===== config.mk =====
export PLATFORM = sky130hd
export DESIGN_NAME = pending_encoder16x4
export DESIGN_NICKNAME = d
export VERILOG_FILES = /design/src/rtl/pending_encoder16x4.sv
export SDC_FILE = /design/constraint.sdc
export NUM_CORES = 1
export LEC_CHECK = 0
export ABC_AREA = 1
export BUFFER_PORTS_ARGS = -buffer_cell sky130_fd_sc_hd__buf_2
export CAP_MARGIN = 20
export CORE_MARGIN = 10
export CORE_UTILIZATION = 50
export CTS_CLUSTER_DIAMETER = 150
export DETAILED_ROUTE_END_ITERATION = 6
export PLACE_DENSITY = 0.78
export SLEW_MARGIN = 40
export SYNTH_ARGS = -nofsm -noshare
export SYNTH_HDL_FRONTEND = slang
export SYNTH_SLANG_ARGS = --single-unit

===== constraint.sdc =====
create_clock -name clk -period 3.65 [get_ports clk]
set_input_delay 1.095 -clock clk [delete_from_list [all_inputs] [get_ports clk]]
set_output_delay 1.095 -clock clk [all_outputs]
set_load 0.02 [all_outputs]

===== src/rtl/pending_encoder16x4.sv =====
// Registered 16-to-4 encoder with request capture: one-hot events become pending flags,
// which are granted one per cycle through a valid/ready output slot.
module pending_encoder16x4 #(
    parameter int ROUND_ROBIN = 0
) (
    input  logic        clk,
    input  logic        rst_n,
    input  logic        en,
    input  logic        clr,
    input  logic [15:0] req,
    input  logic        ready,
    output logic [3:0]  code,
    output logic        valid,
    output logic [15:0] pending,
    output logic        lost
);

    logic [3:0]  ptr;
    logic [3:0]  sel;
    logic        slot_free;
    logic        load;
    logic [15:0] load_mask;
    logic [15:0] req_en;
    logic [15:0] pending_next;
    logic        lost_next;

    assign slot_free = ~valid | ready;
    assign load      = en & ~clr & slot_free & (|pending);
    assign load_mask = load ? (16'h0001 << sel) : 16'h0000;
    assign req_en    = en ? req : 16'h0000;

    // Selection works on the registered pending value only, so a request never
    // bypasses straight into the slot; that keeps the request-to-valid latency at 2.
    always_comb begin
        // NOTE: every always_comb output gets a default first so no latch is inferred.
        logic       found;
        logic [3:0] idx;
        sel   = 4'd0;
        found = 1'b0;
        idx   = 4'd0;
        if (ROUND_ROBIN != 0) begin
            // Scan ptr+1 .. ptr+16 (the last step wraps back onto ptr itself).
            for (int k = 1; k <= 16; k++) begin
                idx = ptr + 4'(k);
                if (!found && pending[idx]) begin
                    found = 1'b1;
                    sel   = idx;
                end
            end
        end else begin
            for (int i = 0; i < 16; i++) begin
                if (pending[i]) sel = 4'(i);
            end
        end
    end

    // A request on the index being loaded this edge is a fresh event, so it is
    // excluded from the collision check and simply re-pends.
    always_comb begin
        pending_next = (pending & ~load_mask) | req_en;
        lost_next    = |(req_en & pending & ~load_mask);
        if (clr) begin
            pending_next = 16'h0000;
            lost_next    = 1'b0;
        end
    end

    // NOTE: sequential state is updated with non-blocking assignments only, so all
    // registers sample the pre-edge values regardless of statement order.
    always_ff @(posedge clk or negedge rst_n) begin
        if (!rst_n) begin
            pending <= 16'h0000;
            code    <= 4'd0;
            valid   <= 1'b0;
            lost    <= 1'b0;
            ptr     <= 4'd15;
        end else begin
            pending <= pending_next;
            lost    <= lost_next;
            if (clr) begin
                valid <= 1'b0;
            end else if (load) begin
                code  <= sel;
                valid <= 1'b1;
                ptr   <= sel;
            end else if (slot_free) begin
                valid <= 1'b0;
            end
        end
    end

endmodule


* Word-level counts from Yosys, hierarchy flattened
Index checks and enable logic that the tools add are counted.
** Storage, ports and cells
- Register bits :: 22
- Input bits :: 21
- Output and inout port bits :: 22
- Logic and storage cells :: 42
** Cells by class
- Shift operators :: 1
- Multiplexer cells :: 22
- Bitwise gates (word level) :: 11
- Reduce and logical (&&, ||, !) cells :: 4
** Operators by type and width (number)
- 2-to-1 mux 4 bit :: 13
- bitwise AND 16 bit :: 3
- 2-to-1 mux 16 bit :: 3
- OR reduction 16 bit :: 2
- inverter 16 bit :: 1
- OR 16 bit :: 1
- << shifter 1 x 4 -> 16 bit, first input constant :: 1
- 2-to-1 mux 1 bit :: 5
- bitwise AND 1 bit :: 3
- nonzero test 3 bit :: 1
- 2-to-1 mux 2 bit :: 1
- inverter 1 bit :: 2
- AND reduction 2 bit :: 1
- OR 1 bit :: 1

* Logic depth before layout (Yosys ltp)
Gate-level depths: netlist of run 1.
- Word-level depth :: 21
- Depth in mapped cells :: 20
- Gate-level depth less buffers :: 20

* Worst setup path before layout of run 1
OpenSTA, ideal clock, no wires.
- Path kind :: input port to flip-flop
- Start point :: input clr
- End point :: register lost
- Library setup time :: 0.138 ns
- Data arrival time :: 2.354 ns
- Required time :: 3.512 ns
- Setup slack :: 1.159 ns
- Cell stages on the path :: 13
- Buffers on the path :: 1
- Cells stage by stage :: buf_1 nor3b_2 nand2_4 inv_4 nand2_4 inv_2 nand4_1 nand3b_1 nand2_1 inv_1 nand3_1 nor2_1 a21oi_1
** On the way
- Longest elaborated chain between the ends :: 9
** RTL lines
- start, declared :: RTL line 9 : input logic clr,
- inverter 1 bit (no source line)
- bitwise AND 1 bit (3 in a row) :: RTL line 28 : assign load = en & ~clr & slot_free & (|pending);
- 2-to-1 mux 16 bit :: RTL line 29 : assign load_mask = load ? (16'h0001 << sel) : 16'h0000;
- inverter 16 bit :: RTL line 61 : lost_next = |(req_en & pending & ~load_mask);
- bitwise AND 16 bit :: RTL line 61
- OR reduction 16 bit :: RTL line 61
- 2-to-1 mux 1 bit * :: RTL line 62 : if (clr) begin
- via lost_next :: RTL line 25 : logic lost_next;
- end signal, assigned :: RTL line 79 : lost <= lost_next;
- end, declared :: RTL line 15 : output logic lost
Mark *: on every way through the listed nets, which the timed path passes. The rest lies on a longest branch.
A chain may end at the register's enable or synchronous reset.

* Worst setup path in the final report of run 1
- Start point :: input en
- End point :: register lost
** On the way
- Longest elaborated chain between the ends :: 8
- Elaborated cells between the ends (all ways) :: 10
- Those cells by class :: mux (3); bitwise (6); reduce/logical (1)
** RTL lines
- start, declared :: RTL line 8 : input logic en,
- bitwise AND 1 bit (3 in a row) :: RTL line 28
- 2-to-1 mux 16 bit :: RTL line 29
- inverter 16 bit :: RTL line 61
- bitwise AND 16 bit * :: RTL line 61
- OR reduction 16 bit * :: RTL line 61
- 2-to-1 mux 1 bit * :: RTL line 62
- via lost_next :: RTL line 25
Marks and branches as above.

==> impl_metrics.csv, run 1 <==
group,metric,value,unit
route,dr.pass1.iters,4,
yosys,ys_warn_count,0,
floorplan,start_util,0.540,
clocking,cts_tree,"done",
hold_path,min_path_cells,2,
yosys,synth_most_common_cell,"nand2_1",
clocking,h-tree-depth,1,
finish,instances_no_fill,270,
clocking,cts_setup_buffers,0,
setup_path,worstPathArrival,2700,ps
setup_path,worstSetupPathType,"in -> reg",
finish,diodes,0,
yosys,synth_nets,219,
setup_path,max_stage_delay,290,ps
sta,rsz0062_at_grt,"false",
floorplan,rows,18,
yosys,synth_area_leaders,"dfrtp_1 (40%), nand2_1 (15%), a21oi_1 (6.6%)",
sta,clock.fmax,0.403,GHz
sta,setup_viol,0,
floorplan,dieArea,5250,sq um
sta,worst_slew_pin_slew,556,ps
sta,fin_skew,14.2,ps
sta,tns,0,ps
flow_run,maxCapViolCount,0,
clocking,cts-root-buf,"clkbuf_4",
sta,hold_violations,0,
yosys,netlist_instances,198,
finish,syn_to_final_growth,20.7,%
pwr,vdd_drop_max,0.302,mV
yosys,synth_seq_area_share,0.400,
yosys,synth.top_cell.area_share,0.400,
yosys,yosys_register_bits,22,
setup_path,crit_fanout,18,
finish,drive_above_1_share,0.263,
clocking,clock-sinks,22,
route,vias,1426,
finish,nets,262,
placed_design,dpl.hpwl,2.96,mm
route,antenna_left,0,
floorplan,die_w,72.4,um
yosys,synthTopCellsByCount,"nand2_1 (55), dfrtp_1 (22), inv_1 (22)",
setup_path,crit_slowest_cell,"buf_2",
global_routing,grt_usage,0.144,
placed_design,dp.cells,266,
clocking,cts-buffers-inserted,3,
global_routing,grt_pass1_vias,1406,
clocking,cts_hold_buf,0,
route,drtIter0Drc,101,
sta,post-route-min-period,2480,ps
clocking,ctsLongestPathBuffers,2,
global_routing,overflow,0,
route,vias_per_cell,5.28,
route,wl,3.78,mm
clocking,insertion_delay,330,ps
floorplan,die_y,72.4,um
global_routing,antenna_found_initial,0,
global_routing,grt_max_degree,23,
yosys,synth_edf_count,0,
yosys,synthArstFlopShare,1.00,
setup_path,crit_top_cell,"nand2_4",
setup_path,critPathTopFamily,"simple AND/OR/NAND/NOR gates",
sta,slew_viol_final,0,
setup_path,cp_num_buf_inv,4,
pwr,power_leakage,0.000899,uW
hold_path,worstHoldPathType,"reg -> reg",
pwr,power_density,414,nW/um^2
setup_path,end_kind,"flop",
yosys,synthDistinctLibCells,25,
global_routing,grt_pass1_wl,6.36,mm
setup_path,rr_worst_depth,14,
yosys,synth_area,1380,sq um
clocking,clk_pin_slew,140,ps
outcome,status,"complete, no violations",
yosys,synth_top_cell_by_area,"dfrtp_1",
yosys,synthFlopType,"dfrtp_1",
setup_path,critPathLaunchType,"primary input",
floorplan,design.core.area,2540,sq um
yosys,syn_avg_cell_area,6.94,sq um
setup_path,path_depth,13,
sta,slew_headroom,0.628,
sta,min_period_over_period,0.679,
placed_design,io_buffer_count,42,
setup_path,crit_chain,"buf_2 -> nor3b_2 -> nand2_4 -> inv_4 -> nand2_4 -> inv_2 -> nand4_1 -> nand3b_1 -> nand2_1 -> inv_1 -> nand3_1 -> nor2_1 -> a21oi_1",
floorplan,ioPinCount,43,
setup_path,crit_required,3870,ps
clocking,cts-resized-gates,0,
route,wl_per_cell,14.0,um
placed_design,gp_congestion,0.906,
route,drc_errors,0,
[registers in the layout, indices dropped and copies added, names as in the netlist]
| signal | flops |
|---|---|
| code | 4 |
| pending | 16 |
| lost | 1 |
| valid | 1 |
[stage by stage]
step	instance area, sq um	worst slack, ps	total power, uW	hold WS [ps]	util
final	1660	1170	688	507	0.652
after CTS	1660	1200	691	503	0.652
after global placement	1610	883	497	476	0.631
after detailed placement	1610	845	499	470	0.631
after floorplan	1380	1160	428	588	-
after global routing	1660	996	729	539	0.652
[path summary, 6_finish.rpt]
path | from | to | slack, ps
min | code[3] | code[3] | 510
max reg2reg | pending[3] | lost | 1480
max | en | lost | 1170
max in group asynchronous | rst_n | pending[5] | 2590
min reg2reg | code[3] | code[3] | 510
min in group asynchronous | rst_n | valid | 710
[cell usage in the layout (no fill, tap or decap), types with 4 or more instances in the layout]
master and count:
nand2_1 55, buf_2 42, inv_1 22, dfrtp_1 22
a21oi_1 18, nor2_1 15, nand4_1 13, nand3_1 12
o21ai_0 11, inv_2 5, nand2_2 4
[report_power, final]
group	switching (uW)	internal (uW)
registers	19.2	268
logic	143	64.3
clock network	81.7	111
total	244	443
[layout make-up]
cell class,count,area (sq um)
well taps,30,37.5
flip-flops and latches,22,551
clock inverters,1,30.0
clock buffers,3,22.5
inverters,29,113
repair buffers,42,210
multi-input cells,143,696
fillers,266,886
[worst reg2reg max path: stages, from the launching register on]
cell and delay (ps):
dfrtp_1 420, inv_1 100, nand2_1 80, nand2_1 70, nand3_1 70, nand2_1 70
nand3_1 80, a31oi_2 440, nand4_1 240, nand3b_1 140, nand2_1 60, inv_1 40
nand3_1 70, nor2_1 110, a21oi_1 70
[kinds of logic after synthesis]
kind of cell           share of synthesized area
and+or+nand+nor                            0.370
AOI/OAI and AO/OA                          0.136
buffers and inverters                     0.0937
DFF                                        0.400
[per-layer routing]
metal	up-vias	track usage	wire (um)
li1	732	-	-
met3	5	0.0381	268
met1	641	0.184	1810
met4	0	0.0422	46
met2	48	0.231	1660
met5	-	0	0
Power figures use the tool's default switching activity.
==> inputs of run 2 (changes only) <==
clock period = 2.5 ns   (was 3.65 ns; I/O delays follow)
==> run 2 against run 1 <==
Hold slack worse by 120 ps. Cell area hardly changed. Clock power is 5% higher. Via count is 1.6% higher. Final cell count is 0.74% higher. Sequential cell count stayed put. Sequential power is 46% higher. Combinational power is 47% higher. Largest cell class unchanged. Highest routed layer unchanged.
==> impl_metrics.csv, run 2 (synthesized netlist as in run 1, its figures left out) <==
group,metric,value,unit
floorplan,die_y,72.4,um
clocking,clock-sinks,22,
floorplan,design.core.area,2540,sq um
finish,drive_above_1_share,0.269,
setup_path,worstPathArrival,2320,ps
route,dr.pass1.iters,5,
placed_design,dp.cells,268,
outcome,status,"complete, no violations",
route,antenna_left,0,
sta,min_period_over_period,0.845,
global_routing,grt_max_degree,23,
pwr,p_int,576,uW
sta,worst_slew_pin_slew,508,ps
placed_design,dpl.hpwl,2.98,mm
finish,final_cell_mix,"nand2_1 (55), buf_2 (42), inv_1 (22), dfrtp_1 (22), a21oi_1 (18)",
sta,slew_viol_final,0,
sta,hold_violations,0,
global_routing,overflow,0,
finish,fill_cells,251,
setup_path,crit_required,2710,ps
placed_design,gp_congestion,0.923,
global_routing,antenna_found_initial,0,
pwr,switchingPower,350,uW
clocking,insertion_delay,310,ps
global_routing,grt_usage,0.148,
sta,setup_viol,0,
route,vias_per_cell,5.33,
sta,post-route-min-period,2110,ps
placed_design,io_buffer_count,42,
floorplan,rows,18,
hold_path,worstHoldPathType,"in -> async",
setup_path,crit_fanout,10,
setup_path,critPathLaunchType,"flop",
route,wl,3.77,mm
pwr,switching_share,0.378,
floorplan,dieArea,5250,sq um
clocking,cts-buffers-inserted,3,
clocking,cts-root-buf,"clkbuf_4",
sta,tns,0,ps
finish,top_register,"pending",
floorplan,start_util,0.540,
clocking,cts_setup_buffers,0,
pwr,vdd_drop_max,0.418,mV
setup_path,end_kind,"flop",
route,drtIter0Drc,79,
finish,nets,264,
placed_design,pre_cts_slack,193,ps
route,drc_errors,0,
flow_run,maxCapViolCount,0,
sta,fin_skew,5.59,ps
sta,clock.fmax,0.474,GHz
finish,largest_reg_flops,16,
route,vias,1449,
sta,rsz0062_at_grt,"false",
pwr,power_leakage,0.000902,uW
pwr,power_density,558,nW/um^2
finish,reg_top3,"pending x16, code x4",
clocking,h-tree-depth,1,
clocking,cts_tree,"done",
sta,slew_headroom,0.661,
clocking,cts-resized-gates,0,
floorplan,ioPinCount,43,
pwr,p_comb_frac,0.330,
setup_path,worstSetupPathType,"reg -> reg",
finish,syn_to_final_growth,20.6,%
pwr,clkPwrFrac,0.219,
pwr,seqPwrFrac,0.451,
clocking,cts_hold_buf,0,
global_routing,grt_pass1_wl,6.51,mm
sta,final.setup.worst_slack,389,ps
finish,layout_commonest_cell,"nand2_1",
floorplan,die_w,72.4,um
route,wl_per_cell,13.9,um
clocking,clk_pin_slew,130,ps
finish,final_util,0.651,
clocking,ctsLongestPathBuffers,2,
finish,diodes,0,
finish,instances_no_fill,272,
global_routing,grt_pass1_vias,1416,
pwr,totalPowerFinal,926,uW
==> run 2: cell count changes in the layout (fill, tap and decap cells not counted) <==
cell	delta
buf_4	+2
clkbuf_8	+1
bufinv_16	-1
==> run 2: critical path, cell delays in order (launching register included) <==
cell	delay, ps
dfrtp_1	420
inv_1	100
nand2_1	70
nand2_1	70
nand3_1	70
nand2_1	60
nand3_1	80
a31oi_2	390
nand4_1	200
o21ai_1	170
nand2_1	70
inv_1	50
nand3_1	70
nor2_1	110
a21oi_1	70
==> run 2: path summary, 6_finish.rpt <==
path / startpoint / endpoint / slack (ps) / depth (start not counted)
min: rst_n / pending[2] / 380 / 1
max in group asynchronous: rst_n / pending[5] / 1770 / 1
min in group clk: code[3] / code[3] / 500 / 2
max reg2reg: pending[2] / lost / 390 / 14
min reg2reg: code[3] / code[3] / 500 / 2
max: pending[2] / lost / 390 / 14
==> run 2: layer usage <==
layer / GRT usage / share of wire / vias up / routed length, um
met5: 0 / 0 / - / 0
met4: 0.0591 / 0.018 / 0 / 68
met3: 0.0408 / 0.075 / 7 / 284
met2: 0.228 / 0.44 / 45 / 1670
met1: 0.189 / 0.46 / 657 / 1750
li1: - / - / 740 / -
==> run 2: metrics by stage <==
| stage | area [sq um] | hold slack (ps) |
|---|---|---|
| CTS | 1660 | 394 |
| floorplan | 1380 | 454 |
| detailed placement | 1620 | 475 |
| finish | 1660 | 383 |
| global route | 1660 | 402 |
| global placement | 1620 | 478 |
==> run 2: power by group through the flow <==
stage / logic, uW / registers [uW] / clock network, uW
floorplan: 157 / 468 / 0
global placement: 303 / 424 / 0
detailed placement: 305 / 425 / 0
CTS: 306 / 418 / 203
global route: 342 / 424 / 223
finish: 305 / 418 / 203
==> run 2: layout make-up <==
cell class                      count  area, sq um  share of cell area
Clock buffer                        4         36.3              0.0219
Tap cell                           30         37.5              0.0226
Timing Repair Buffer               44          225               0.136
Inverter                           29          113              0.0679
Sequential cell                    22          551               0.332
Multi-Input combinational cell    143          696               0.420
==> inputs of run 3 (changes only) <==
ABC_AREA = 0   (was 1)
PLACE_DENSITY = 0.79   (was 0.78)
clock period = 2 ns   (was 2.5 ns; I/O delays follow)
==> run 3 against run 2 <==
The flow now finishes with violations (setup timing). Area after synthesis down 1.9%. Hold slack lost 160 ps. Final cell count is 0.37% lower. Synthesized cell count decreased by 23%. Cell area grew 35%. Setup slack worse by 740 ps. Total power rose by 61%. Critical path depth down 7. First-iteration DRC count rose to 3.4 times the previous value. Via count up 27%. Sequential power is 29% higher. Sequential share of layout area decreased by 8.3 points. Critical path type unchanged.
==> impl_metrics.csv, run 3 <==
group,metric,value,unit
route,met2WireLength,2.96,mm
yosys,synth_edf_count,0,
yosys,synthTopCellsByCount,"nand2_1 (23), dfrtp_1 (22), a21oi_1 (16), o21ai_0 (16), inv_1 (8)",
yosys,yosys_register_bits,22,
route,met1_length,2.32,mm
yosys,synth_top_cell_by_area,"dfrtp_1",
floorplan,start_util,0.535,
yosys,syn_avg_cell_area,8.87,sq um
placed_design,place_area,1890,sq um
yosys,synth_seq_area_share,0.408,
setup_path,crit_required,2210,ps
sta,min_period_over_period,1.17,
yosys,netlist_instances,152,
sta,clock.fmax,0.426,GHz
route,antenna_left,0,
pwr,power_density,666,nW/um^2
placed_design,io_buffer_count,42,
sta,rsz0062_at_grt,"true",
finish,drive_above_1_share,0.589,
finish,final_area,2230,sq um
outcome,violations,"setup timing",
setup_path,max_stage_delay,480,ps
setup_path,crit_chain,"buf_6 -> a2111oi_4 -> a211oi_2 -> or3_4 -> a2111oi_4 -> o2111a_1 -> a41oi_2",
pwr,vdd_drop_max,0.673,mV
sta,tns,-1860,ps
sta,post-route-min-period,2350,ps
clocking,ctsLongestPathBuffers,2,
sta,slew_viol_final,0,
floorplan,die_y,71.9,um
floorplan,die_w,71.9,um
sta,final.setup.worst_slack,-348,ps
finish,multiInputGateArea,948,sq um
setup_path,crit_fanout,4,
global_routing,grt_pass1_wl,8.44,mm
setup_path,cp_num_buf_inv,1,
finish,top_register,"pending",
flow_run,maxCapViolCount,0,
finish,largest_reg_flops,16,
pwr,power_leakage,0.00105,uW
placed_design,gp_congestion,0.954,
global_routing,antenna_found_initial,0,
floorplan,dieArea,5180,sq um
clocking,clk_pin_slew,130,ps
route,drtIter0Drc,268,
route,routed-wl-met3,652,um
floorplan,ioPinCount,43,
sta,slew_headroom,0.660,
route,dr.pass1.iters,5,
clocking,insertion_delay,320,ps
global_routing,grt_pass1_vias,1735,
clocking,cts-buffers-inserted,3,
yosys,synthDistinctLibCells,43,
clocking,cts_tree,"done",
sta,setup_viol,14,
floorplan,rows,18,
finish,seq_area,557,sq um
global_routing,grt_usage,0.200,
yosys,ys_warn_count,0,
finish,diodes,0,
sta,worst_slew_pin_slew,510,ps
finish,nets,263,
placed_design,pre_cts_slack,-473,ps
finish,fill_cells,109,
clocking,cts-root-buf,"clkbuf_4",
route,wl,6.32,mm
yosys,synthFlopType,"dfrtp_1",
sta,worst_hold_slack,226,ps
setup_path,critPathLaunchType,"flop",
clocking,h-tree-depth,1,
yosys,synthArstFlopShare,1.00,
setup_path,end_kind,"flop",
sta,hold_violations,0,
yosys,synth.top_cell.area_share,0.408,
yosys,synth_area_leaders,"dfrtp_1 (41%), nand2_1 (6.4%), a21oi_1 (5.9%)",
floorplan,design.core.area,2520,sq um
yosys,synth_nets,173,
hold_path,worstHoldPathType,"in -> async",
setup_path,critPathTopFamily,"compound AO/OA/AOI/OAI gates",
placed_design,dpl.hpwl,3.48,mm
setup_path,worstSetupPathType,"reg -> reg",
sta,fin_skew,2.99,ps
outcome,status,"complete, but fails checks",
clocking,clock-sinks,22,
setup_path,crit_top_cell,"a2111oi_4",
finish,reg_top3,"pending x16, code x4",
finish,syn_to_final_growth,65.7,%
yosys,synth_most_common_cell,"nand2_1",
route,drc_errors,0,
global_routing,grt_max_degree,23,
finish,final_cell_mix,"buf_2 (41), buf_4 (41), nand2_1 (22)",
route,vias,1836,
yosys,synth_area,1350,sq um
route,vias_per_cell,6.77,
setup_path,crit_slowest_cell,"dfrtp_2",
route,routed.top_layer,"met4",
setup_path,worstPathArrival,2560,ps
route,wl_per_cell,23.3,um
global_routing,overflow,0,
run 3: cell count changes after synthesis, sizes merged, moves of 3 or more:
cell | previous run | this run
o211ai | 0 | 3
a2111oi | 0 | 3
nand2 | 61 | 23
nand4 | 13 | 2
clkbuf | 2 | 5
nand3 | 12 | 3
nor2 | 16 | 6
nand2b | 0 | 5
inv | 28 | 8
nand3b | 3 | 0
a22oi | 0 | 3
o31a | 0 | 3
run 3: area by class of cell:
type                       instances  share of cell area
sequential                        22               0.249
multi-input combinational        115               0.424
clock buffer                       4              0.0162
inverter                           8              0.0134
tap                               30              0.0168
timing repair buffer              92               0.280
run 3: report_power, final:
group | switching (uW) | internal, uW | total, uW
Combinational | 382 | 308 | 690
Clock | 149 | 112 | 260
Sequential | 49.5 | 490 | 539
run 3: repair_timing:
item | CTS | global route
buffers inserted | 4 | 3
hold buffers | 0 | 0
resized for setup | 35 | 37
pin swaps | 15 | 9
endpoints found under the setup margin | 13 | 18
run 3: per-stage QoR:
stage / util / power [uW] / std cells
finish: 0.886 / 1490 / 271
global route: 0.886 / 1540 / 271
CTS: 0.819 / 1370 / 268
detailed placement: 0.751 / 1040 / 261
global placement: 0.751 / 1030 / 261
floorplan: - / 787 / 152
run 3: path summary, 6_finish.rpt:
path	from	slack [ps]	endpoint	cells past startpoint
min	rst_n	230	code[2]	1
max	pending[9]	-350	lost	7
min reg2reg	code[2]	490	code[2]	1
max in group asynchronous	rst_n	1400	pending[9]	1
min in group clk	code[2]	490	code[2]	1
max reg2reg	pending[9]	-350	lost	7
run 3: logic make-up after synthesis:
family                 Yosys count  share of synthesized area
AO/OA/AOI/OAI                   62                      0.311
AND/OR/NAND/NOR                 52                      0.224
buffers and inverters           15                     0.0482
flip-flops                      22                      0.408
multiplexers                     1                    0.00835
run 3: layer usage:
metal	GRT usage	up-vias
met1	0.231	848
met2	0.332	184
met3	0.0503	52
li1	-	752
met5	0	-
met4	0.103	0
